## src/rtl/pwm_pkg.sv

```systemverilog
// Shared types and defaults for the PWM generator and its config requesters.
package pwm_pkg;

  localparam int PWM_CNT_W = 8;

  typedef enum logic {
    IDLE = 1'b0,
    RUN  = 1'b1
  } state_e;

  typedef struct packed {
    logic [PWM_CNT_W-1:0] period;
    logic [PWM_CNT_W-1:0] duty;
  } pwm_cfg_t;

endpackage

```

## src/rtl/pwm_generator_if.sv

```systemverilog
// Valid/ready config channel carrying a new period/duty pair to the PWM generator.
interface pwm_generator_if
  import pwm_pkg::*;
#(
  parameter int CNT_W = PWM_CNT_W
);

  logic             cfg_valid_i;
  logic             cfg_ready_o;
  logic [CNT_W-1:0] cfg_period_i;
  logic [CNT_W-1:0] cfg_duty_i;

  modport master (
    output cfg_valid_i,
    output cfg_period_i,
    output cfg_duty_i,
    input  cfg_ready_o
  );

  modport slave (
    input  cfg_valid_i,
    input  cfg_period_i,
    input  cfg_duty_i,
    output cfg_ready_o
  );

endinterface

```

## src/rtl/edge_tick_detect.sv

```systemverilog
// Turns rising edges of a clk_i-synchronous divided clock into one-cycle ticks.
module edge_tick_detect (
  input  logic clk_i,
  input  logic rst_ni,
  input  logic div_clk_i,
  output logic tick_now_o,
  output logic tick_o
);

  logic div_q, div_d;
  logic armed_q, armed_d;
  logic tick_q, tick_d;

  // armed_q masks the first sample after reset so a high div_clk_i is not seen as an edge
  always_comb begin
    div_d   = div_clk_i;
    armed_d = 1'b1;
    tick_d  = div_clk_i & ~div_q & armed_q;
  end

  assign tick_now_o = tick_d;
  assign tick_o     = tick_q;

  always_ff @(posedge clk_i) begin
    if (!rst_ni) begin
      div_q   <= 1'b0;
      armed_q <= 1'b0;
      tick_q  <= 1'b0;
    end else begin
      div_q   <= div_d;
      armed_q <= armed_d;
      tick_q  <= tick_d;
    end
  end

endmodule

```

## src/rtl/pwm_generator.sv

```systemverilog
// Tick-driven PWM counter with shadowed period/duty applied at period boundaries.
module pwm_generator
  import pwm_pkg::*;
#(
  parameter int CNT_W = PWM_CNT_W
) (
  input  logic           clk_i,
  input  logic           rst_ni,
  input  logic           div_clk_i,
  input  logic           en_i,
  pwm_generator_if.slave cfg,
  output logic           tick_o,
  output logic           pwm_o,
  output logic           period_end_o
);

  logic             tick;
  state_e           state_q, state_d;
  logic [CNT_W-1:0] cnt_q, cnt_d;
  logic [CNT_W-1:0] period_q, period_d;
  logic [CNT_W-1:0] duty_q, duty_d;
  logic [CNT_W-1:0] sh_period_q, sh_period_d;
  logic [CNT_W-1:0] sh_duty_q, sh_duty_d;
  logic             pending_q, pending_d;
  logic             pwm_q, pwm_d;
  logic             pend_q, pend_d;
  logic             xfer, stay_run, wrap;

  edge_tick_detect u_edge (
    .clk_i      (clk_i),
    .rst_ni     (rst_ni),
    .div_clk_i  (div_clk_i),
    .tick_now_o (tick),
    .tick_o     (tick_o)
  );

  assign cfg.cfg_ready_o = ~pending_q;
  assign xfer            = cfg.cfg_valid_i & ~pending_q;
  assign stay_run        = (state_q == RUN) & en_i;
  assign wrap            = stay_run & tick & (cnt_q == period_q);

  assign pwm_o        = pwm_q;
  assign period_end_o = pend_q;

  always_comb begin
    state_d = state_q;
    case (state_q)
      IDLE:    if (en_i)  state_d = RUN;
      RUN:     if (!en_i) state_d = IDLE;
      default: state_d = IDLE;
    endcase
  end

  // Leaving RUN behaves like IDLE: counter cleared and any pending shadow applied at once.
  always_comb begin
    cnt_d       = cnt_q;
    period_d    = period_q;
    duty_d      = duty_q;
    sh_period_d = sh_period_q;
    sh_duty_d   = sh_duty_q;
    pending_d   = pending_q;
    pwm_d       = 1'b0;
    pend_d      = wrap;
    if (stay_run) begin
      pwm_d = (cnt_q < duty_q);
      if (tick) cnt_d = wrap ? '0 : cnt_q + 1'b1;
      if (wrap && pending_q) begin
        period_d  = sh_period_q;
        duty_d    = sh_duty_q;
        pending_d = 1'b0;
      end
      // pending_q blocks xfer, so a transfer on the wrap tick waits for the next wrap
      if (xfer) begin
        sh_period_d = cfg.cfg_period_i;
        sh_duty_d   = cfg.cfg_duty_i;
        pending_d   = 1'b1;
      end
    end else begin
      cnt_d = '0;
      if (xfer) begin
        period_d = cfg.cfg_period_i;
        duty_d   = cfg.cfg_duty_i;
      end else if (pending_q) begin
        period_d  = sh_period_q;
        duty_d    = sh_duty_q;
        pending_d = 1'b0;
      end
    end
  end

  always_ff @(posedge clk_i) begin
    if (!rst_ni) begin
      state_q     <= IDLE;
      cnt_q       <= '0;
      period_q    <= '0;
      duty_q      <= '0;
      sh_period_q <= '0;
      sh_duty_q   <= '0;
      pending_q   <= 1'b0;
      pwm_q       <= 1'b0;
      pend_q      <= 1'b0;
    end else begin
      state_q     <= state_d;
      cnt_q       <= cnt_d;
      period_q    <= period_d;
      duty_q      <= duty_d;
      sh_period_q <= sh_period_d;
      sh_duty_q   <= sh_duty_d;
      pending_q   <= pending_d;
      pwm_q       <= pwm_d;
      pend_q      <= pend_d;
    end
  end

endmodule

```

## src/flat_wrapper.sv

```systemverilog
// flat-port wrapper written by rule: the top's interface ports become plain ports
module pwm_generator_flat import pwm_pkg::*;
#(
  parameter int CNT_W = PWM_CNT_W
)
  (clk_i, rst_ni, div_clk_i, en_i, tick_o, pwm_o, period_end_o, cfg_cfg_valid_i, cfg_cfg_period_i, cfg_cfg_duty_i, cfg_cfg_ready_o);
  pwm_generator_if #(.CNT_W(CNT_W)) cfg_i ();
  input  logic clk_i;
  input  logic rst_ni;
  input  logic div_clk_i;
  input  logic en_i;
  output logic tick_o;
  output logic pwm_o;
  output logic period_end_o;
  input wire logic [$bits(cfg_i.cfg_valid_i)-1:0] cfg_cfg_valid_i;
  input wire logic [$bits(cfg_i.cfg_period_i)-1:0] cfg_cfg_period_i;
  input wire logic [$bits(cfg_i.cfg_duty_i)-1:0] cfg_cfg_duty_i;
  output wire logic [$bits(cfg_i.cfg_ready_o)-1:0] cfg_cfg_ready_o;
  assign cfg_i.cfg_valid_i = cfg_cfg_valid_i;
  assign cfg_i.cfg_period_i = cfg_cfg_period_i;
  assign cfg_i.cfg_duty_i = cfg_cfg_duty_i;
  assign cfg_cfg_ready_o = cfg_i.cfg_ready_o;
  pwm_generator #(.CNT_W(CNT_W)) u_core (.clk_i(clk_i), .rst_ni(rst_ni), .div_clk_i(div_clk_i), .en_i(en_i), .cfg(cfg_i), .tick_o(tick_o), .pwm_o(pwm_o), .period_end_o(period_end_o));
endmodule
```

## config.mk

```make
export PLATFORM = sky130hd
export DESIGN_NAME = pwm_generator_flat
export DESIGN_NICKNAME = d
export VERILOG_FILES = /design/src/rtl/pwm_pkg.sv /design/src/rtl/pwm_generator_if.sv /design/src/rtl/edge_tick_detect.sv /design/src/rtl/pwm_generator.sv /design/src/flat_wrapper.sv
export SDC_FILE = /design/constraint.sdc
export NUM_CORES = 1
export LEC_CHECK = 0
export CAP_MARGIN = 15
export CORE_MARGIN = 5
export CORE_UTILIZATION = 59
export CTS_CLUSTER_DIAMETER = 40
export CTS_CLUSTER_SIZE = 40
export DETAILED_ROUTE_END_ITERATION = 8
export GPL_TIMING_DRIVEN = 0
export PLACE_DENSITY = 0.83
export SYNTH_ARGS = -nofsm -noshare
export SYNTH_HDL_FRONTEND = slang
export SYNTH_SLANG_ARGS = --single-unit
```

## constraint.sdc

```tcl
create_clock -name clk_i -period 3.91 [get_ports clk_i]
set_clock_uncertainty 0.2 [all_clocks]
set_input_delay 0.391 -clock clk_i [delete_from_list [all_inputs] [get_ports clk_i]]
set_output_delay 0.391 -clock clk_i [all_outputs]
set_load 0.01 [all_outputs]
```

==> flow_results.org, run 1 <==
** Status
- Result of the run :: complete, no violations

** Setup path
- The setup check on the worst reg-to-reg path leaves a slack of 1900 ps.
- For the worst setup path, the data required time is 3900 ps.
- The setup path with the least slack is of type in2reg.
- Worst setup startpoint :: div_clk_i
- Cell-by-cell trace of the critical path :: clkdlybuf4s50_1 -> and3b_1 -> buf_6 -> nand4b_2 -> nor4_4 -> buf_6 -> o21ai_1 -> o311a_1
- STA classifies the critical path startpoint as an input port.
- For the worst flop-to-flop path, the logic depth is 6.
- In this design, the stage delay of the slowest critical-path cell is 470 ps.
- The worst setup path is captured at a flip-flop.
- Data on the critical path arrives at its endpoint at 2160 ps.
- The cell family contributing the most delay on the critical path is buffers and inverters.
- In this run the worst path has a maximum fanout of 10.
- CP bufs+invs :: 3
- The worst register-to-register path ends at u_core.period_q[1].
- Start of the worst register-to-register path :: u_core.cnt_q[6]
- The most numerous cell type found on the critical path is buf_6.
- Worst path slowest cell :: clkdlybuf4s50_1

** Yosys
- Post-synth EDFFs :: 0
- Ys flop type :: dfxtp_1
- Async set-reset flop share out of synthesis :: 0%
- Summing the sequential cell areas from Yosys gives 42.5% of the chip area.
- Dividing the synthesized area by the synthesized cell count gives 9.43 um2.
- The mapped netlist covers 0.00222 mm2.
- The number of nets handed over by synthesis was 264.
- The largest total area in the synthesized netlist belongs to dfxtp_1.
- By area the synthesized netlist is led by dfxtp_1 42%, mux2i_1 7.7%, o311a_1 7.2%.
- During synthesis, Yosys emitted a total of 0 warnings.
- Synthesis-stage register bit count :: 47
- After technology mapping, the gate count stands at 235.
- Counting distinct cell types in the post-synthesis netlist gives 33.
- After synthesis, the largest area contributor takes up 42.5% of total cell area.

** Clocking
- Once the clock tree was built, the setup fixing pass inserted 0 buffers.
- Counting the buffers created by CTS gives 5.
- CTS H-Tree Depth :: 2
- Clock latency on the worst-skew pair, taken at its later pin, is 300 ps.
- The root buffer cell chosen for the clock tree is clkbuf_8.
- TritonCTS built the clock tree.
- Hold repair after CTS inserted 0 buffers.
- Counting along the longest clock path gives a buffer depth of 2.
- Number of resized instances in the post-cts repair step :: 0
- Number of clock sinks :: 47
- Clock-pin slew was measured on the worst setup and hold paths at 90 ps.

** Floorplanning
- Measured along the x axis, the die boundary spans 71.3 um.
- Once the floorplan was initialized, standard cells occupied 60.5% of the core.
- The floorplan has 22 rows.
- Area of the die :: 0.00508 mm2
- The core region is 0.00366 mm2.
- Height of the chip :: 71.3 um
- Top-level port count :: 25

** Run
- Max Cap Violations :: 0

** Timing
- Hold timing on the final database bottoms out at a slack of 269 ps.
- Worst slew pin tran :: 514 ps
- Number of failing hold endpoints at the final stage :: 0
- FMAX :: 460 MHz
- Total negative setup slack :: 0 ps
- Period utilization :: 55.6%
- The final number of max-transition violations came to 0.
- Headroom to the max-slew limit came out at 65.5%.
- Setup-failing EPs final :: 0
- Min cycle time layout :: 2170 ps
- RSZ-0062 raised after global routing :: false

** Min path
- Worst hold path depth :: 2
- In this run the worst hold path is classified as reg2reg.
- Hold Startpoint :: u_core.sh_period_q[1]
- End point of the worst hold path :: u_core.sh_period_q[1]

** Route
- The count of nets left with antenna violations once routing finished came out at 0.
- After detailed routing, the number of vias per cell comes to 5.51.
- Overall routed net length :: 4490 um
- Via count :: 1736
- Drt drc :: 0
- The first routing iteration left 138 violations.
- Drt first pass iters :: 4
- Dividing the detail-routed wire length by the instance count gives 14.2 um.

** Power and ir drop
- Pwr Density :: 360 mW/mm2
- Leakage :: 0.00105 uW
- Worst supply voltage drop on vdd :: 0.000297 V

** Global route
- Pin count of the biggest net entering global routing :: 16
- Grt ovf :: 0
- The first global-routing pass estimated 7800 um of wire.
- Antenna violations before repair :: 0
- Via count of the first global-routing pass :: 1779
- Overall Global Routing Usage :: 19.0%

** Cells and area
- The finished layout holds 315 standard cells, fillers aside.
- The post-route netlist has 7.49% of its cells at a drive strength greater than 1.
- In the final design database the tool counted 295 nets.
- From synthesis to final layout, the design area changed by 18.0%.
- 0 antenna diodes ended up in the layout.
- Fraction of the core area covered by cells at the end of the flow :: 71.4%

** Place
- Port buffering added 24 buffers.
- RePlAce Congestion :: 0.769
- Placed instance count :: 307
- HPWL Detailed :: 3360 um
-- power by group --
part	internal, uW	total, uW	switching (uW)
logic	62.1	118	55.6
registers	497	508	11.1
clock network	145	315	170
-- registers in the layout, indices dropped and copies added (netlist names), 8 cells and up --
register	flops
u_core.duty_q	8
u_core.cnt_q	8
u_core.period_q	8
u_core.sh_duty_q	8
u_core.sh_period_q	8
-- placed cells by master (no fill, tap or decap), drive strengths merged --
cell	Yosys	layout
a211o	1	1
a21boi	16	16
a21o	2	2
a21oi	2	2
a31oi	2	2
and2	4	4
and3	2	2
and3b	1	1
and4	2	2
buf	8	8
clkbuf	8	14
clkdlybuf4s50	0	24
clkinv	0	1
clkinvlp	0	1
dfxtp	47	47
ha	8	8
inv	8	8
mux2i	17	17
nand2	38	38
nand2b	1	1
nand3	3	3
nand4	1	1
nand4b	1	1
nor2	9	9
nor2b	2	2
nor3	2	2
nor4	1	1
o21ai	17	17
o311a	16	16
or2	1	1
xnor2	12	12
xor2	3	3
-- worst min-delay path, stage by stage (launching register included) --
cell and delay (ps):
dfxtp_1 320, nand2_1 50, a21boi_0 60
-- worst max-delay path by stage --
stage	endpoint	slack (ps)	depth (start not counted)
after floorplan	u_core.duty_q[3]	2150	7
after global placement	u_core.period_q[1]	1470	8
after detailed placement	u_core.duty_q[7]	1440	8
after CTS	u_core.period_q[1]	1730	8
after global routing	u_core.period_q[6]	1620	8
final	u_core.period_q[1]	1740	8
-- per-stage QoR --
step / power [uW] / setup WS (ps) / area [um2]
floorplan: 592 / 2150 / 2220
global route: 982 / 1620 / 2620
finish: 941 / 1740 / 2620
global placement: 634 / 1470 / 2520
CTS: 942 / 1730 / 2620
detailed placement: 637 / 1440 / 2520
-- logic make-up (layout without fill, tap and decap cells) --
logic type	count (synthesis)	count (layout)	synth area share (%)
AOI/OAI and AO/OA	56	56	18.6
xor gates and xnor gates	15	15	5.93
adders and majority gates	8	8	4.52
buffers and inverters	24	56	5.82
DFF	47	47	42.5
muxes	17	17	7.68
and+or+nand+nor	68	68	15.0
-- synthesized netlist by cell type, types with 3 or more instances --
master,count
nand3_1,3
dfxtp_1,47
xor2_1,3
o21ai_0,4
buf_6,4
o21ai_1,13
nor2_1,9
ha_1,8
o311a_1,16
nand2_1,38
xnor2_1,12
mux2i_1,17
a21boi_0,16
inv_1,8
and2_1,4
buf_2,3
clkbuf_1,7
-- cell type report --
class,count,area [um2]
tap,48,60.1
timing repair buffer,24,240
buffer,16,98.8
clock buffer,6,82.6
sequential,47,941
clock inverter,2,16.3
fill,290,1050
multi-input combinational,164,1150
inverter,8,30.0
-- metal layers --
metal	share of wire [%]	GRT usage [%]
met3	4.6	4.49
met1	46	23.8
met2	48	32.6
met4	1.1	5.01
met5	0	0
Power figures use the tool's default switching activity.
==> run 2, diff against run 1 <==
- CORE_UTILIZATION: 59 -> 55
- PLACE_DENSITY: 0.83 -> 0.78
- clock period: 3.91 -> 2 ns (I/O delays scaled with it)
==> run 2 against run 1 <==
Compared with the run above:
- power increased by 95%
- via count increased by 1.8%
- die area increased by 6.2%
- highest routed layer unchanged
- sequential cell count unchanged
- cell area increased by 0.72%
- critical path type unchanged
- final cell count increased by 0.95%
- setup slack got worse by 1600 ps
==> flow_results.org, run 2 (same netlist as run 1, synthesis figures left out) <==
** Global route
- Overall Global Routing Usage :: 18.6%
- Global-route met1 utilization :: 24.8%
- The via count of the first global-routing pass was 1644.
- Antenna violations before repair :: 0
- Pin count of the biggest net entering global routing :: 16
- In this run the most used layer during global routing was met2.
- Met2 demand-to-capacity share in global routing :: 29.6%
- Summed over all layers, the global routing overflow is 0.
- First-pass GRT wire length :: 7700 um
- Met3 track utilization from global routing :: 3.69%

** Power and ir drop
- Total power :: 1830 uW
- Worst supply voltage drop on vdd :: 0.000536 V
- Leakage :: 0.00106 uW
- Dividing total power by cell area gives a power density of 697 mW/mm2.

** Floorplanning
- For this configuration, the core starts out at a cell density of 56.2%.
- The die is 73.5 um tall.
- Row generation in the floorplan step produced 23 rows.
- During I/O placement, the number of pins put on the boundary was 25.
- The die is 73.5 um wide.
- Core Area :: 0.00394 mm2
- The die covers 0.00540 mm2.

** Status
- Result of the run :: complete, no violations

** Route
- For this run, design rule violations remaining after detail routing come to 0.
- Violation count after the first detailed-routing iteration :: 112
- Drt first pass iters :: 4
- Wire per inst :: 13.7 um
- Overall routed net length :: 4340 um
- Post-route antenna net violation count :: 0
- Routed vias/inst :: 5.56
- Via count :: 1767

** Setup path
- For this design, the slowest cell found on the critical path is clkdlybuf4s50_1.
- In this design, the stage delay of the slowest critical-path cell is 470 ps.
- The worst setup path is launched from an input port.
- Following the worst setup path forward leads to its endpoint at u_core.period_q[1].
- The worst setup path is captured at a flip-flop.
- Critical Path Most Common Cell :: buf_6
- Counting cells, the worst reg-to-reg path comes to 8.
- Start of the worst register-to-register path :: u_core.u_edge.div_q
- Critical register-to-register path endpoint :: u_core.period_q[1]
- Worst Path Max Fanout :: 10
- Worst-case register-to-register setup slack :: 160 ps
- At the worst endpoint, the arrival time is 1870 ps.
- The critical path starts at div_clk_i.
- The signal on the critical path passes through clkdlybuf4s50_1 -> and3b_1 -> buf_6 -> nand4b_2 -> nor4_4 -> buf_6 -> buf_6 -> o21ai_1 -> o311a_1.
- At the worst endpoint, the required time is 2000 ps.
- By startpoint and endpoint, the worst setup path is classified as in2reg.

** Timing
- The final number of max-transition violations was 0.
- Setup-failing EPs final :: 0
- Relative slew slack :: 69.3%
- The final hold violation count is 0.
- After layout, the worst path uses 93.5% of the clock period.
- Worst Hold Margin :: 174 ps
- Crit path setup slack, layout :: 129 ps
- Setup repair after global routing left no endpoint under its margin.
- At the pin with the least slew margin, the transition time is 460 ps.
- Min cycle time layout :: 1870 ps
- Derived from the worst setup path, the maximum achievable clock frequency is 534 MHz.

** Cells and area
- Design area :: 0.00263 mm2
- Footprint of the flip-flops and latches :: 943 um2
- Antenna diode count :: 0
- Counting the fill cells in the layout gives 349.
- In the layout the commonest cells are 45 x dfxtp_1, 37 x nand2_1, 24 x clkdlybuf4s50_1, 17 x mux2i_1.
- Most common cell after layout, fill and taps aside :: dfxtp_1
- From synthesis to final layout, the design area changed by 18.9%.
- Fraction of layout cells with a size suffix above 1 :: 8.96%
- In the final layout, the multi-input gates occupy 0.00115 mm2.
- # nets final :: 296

** Clocking
- Number of clock buffers inserted by TritonCTS :: 5
- For the worst-skew pair, the clock arrives at the later sink with an insertion delay of 300 ps.
- Number of clock sinks :: 47
- The root buffer cell chosen for the clock tree is clkbuf_8.
- Clock Pin Slew Worst Setup and Hold Paths :: 90 ps
- The clock passes through at most 2 buffers.
- CTS H-Tree Depth :: 2
- For this design, the CTS-stage hold fixing added 0 buffers.
- TritonCTS built the clock tree.

** Place
- At the end of routability-driven placement, the weighted congestion stood at 0.792.
- Detailed placement ended at an HPWL of 3280 um.
- After detailed placement, the total cell area comes to 0.00252 mm2.
- Worst slack at placement :: -264 ps
- During placement, the flow inserted port buffers numbering 24.

** Run
- Across the run, the number of max-cap violations was 0.

** Min path
- Path category of the worst min-delay check :: in2reg
- Along the worst hold path, the cell count comes to 1.
run 2: cell types whose count changed in the layout (fill, tap and decap cells not counted), sizes merged:
cell  before  now
buf        8    9
run 2: power by group:
group | switching, uW | internal (uW)
clock network | 332 | 282
logic | 106 | 122
registers | 20.8 | 972
total | 459 | 1380
run 2: through the flow:
stage | utilization [%] | TNS [ps] | instances
2_1_floorplan | - | 0 | 235
3_3_place_gp | 63.9 | -4960 | 309
3_5_place_dp | 63.9 | -5430 | 309
4_1_cts | 66.6 | 0 | 318
5_1_grt | 66.8 | 0 | 318
6_report | 66.8 | 0 | 318
run 2: timing repair:
| action | CTS | global route |
|---|---|---|
| buffers inserted | 1 | 0 |
| setup endpoints to repair | 1 | 8 |
| pin swaps | 1 | 0 |
| gates resized for setup | 0 | 4 |
run 2: final cells by class:
cell class                      count  share of cell area (%)
Multi-Input combinational cell    164                    43.6
Sequential cell                    47                    35.8
Timing Repair Buffer               25                    9.55
Buffer                             16                    3.75
Clock buffer                        6                    3.14
Tap cell                           50                    2.38
Inverter                            8                    1.14
Clock inverter                      2                   0.618
run 2: worst min path at each step:
stage | startpoint | slack [ps] | end
after floorplan | rst_ni | 30 | u_core.u_edge.armed_q
final | rst_ni | 170 | u_core.u_edge.armed_q
after global placement | u_core.sh_period_q[4] | 250 | u_core.sh_period_q[4]
after global routing | rst_ni | 190 | u_core.u_edge.armed_q
after CTS | rst_ni | 170 | u_core.u_edge.armed_q
after detailed placement | u_core.sh_duty_q[1] | 260 | u_core.sh_duty_q[1]
run 2: layer usage:
metal | wire length (um) | vias to the layer above
met1 | 1970 | 836
met5 | 0 | -
met3 | 230 | 6
met2 | 2070 | 33
li1 | - | 892
met4 | 70 | 0
run 2: critical path, delay by kind of cell:
kind | cells | cell delay (ps)
buffers and inverters | 4 | 910
AND/OR/NAND/NOR | 3 | 560
AO/OA/AOI/OAI | 2 | 210
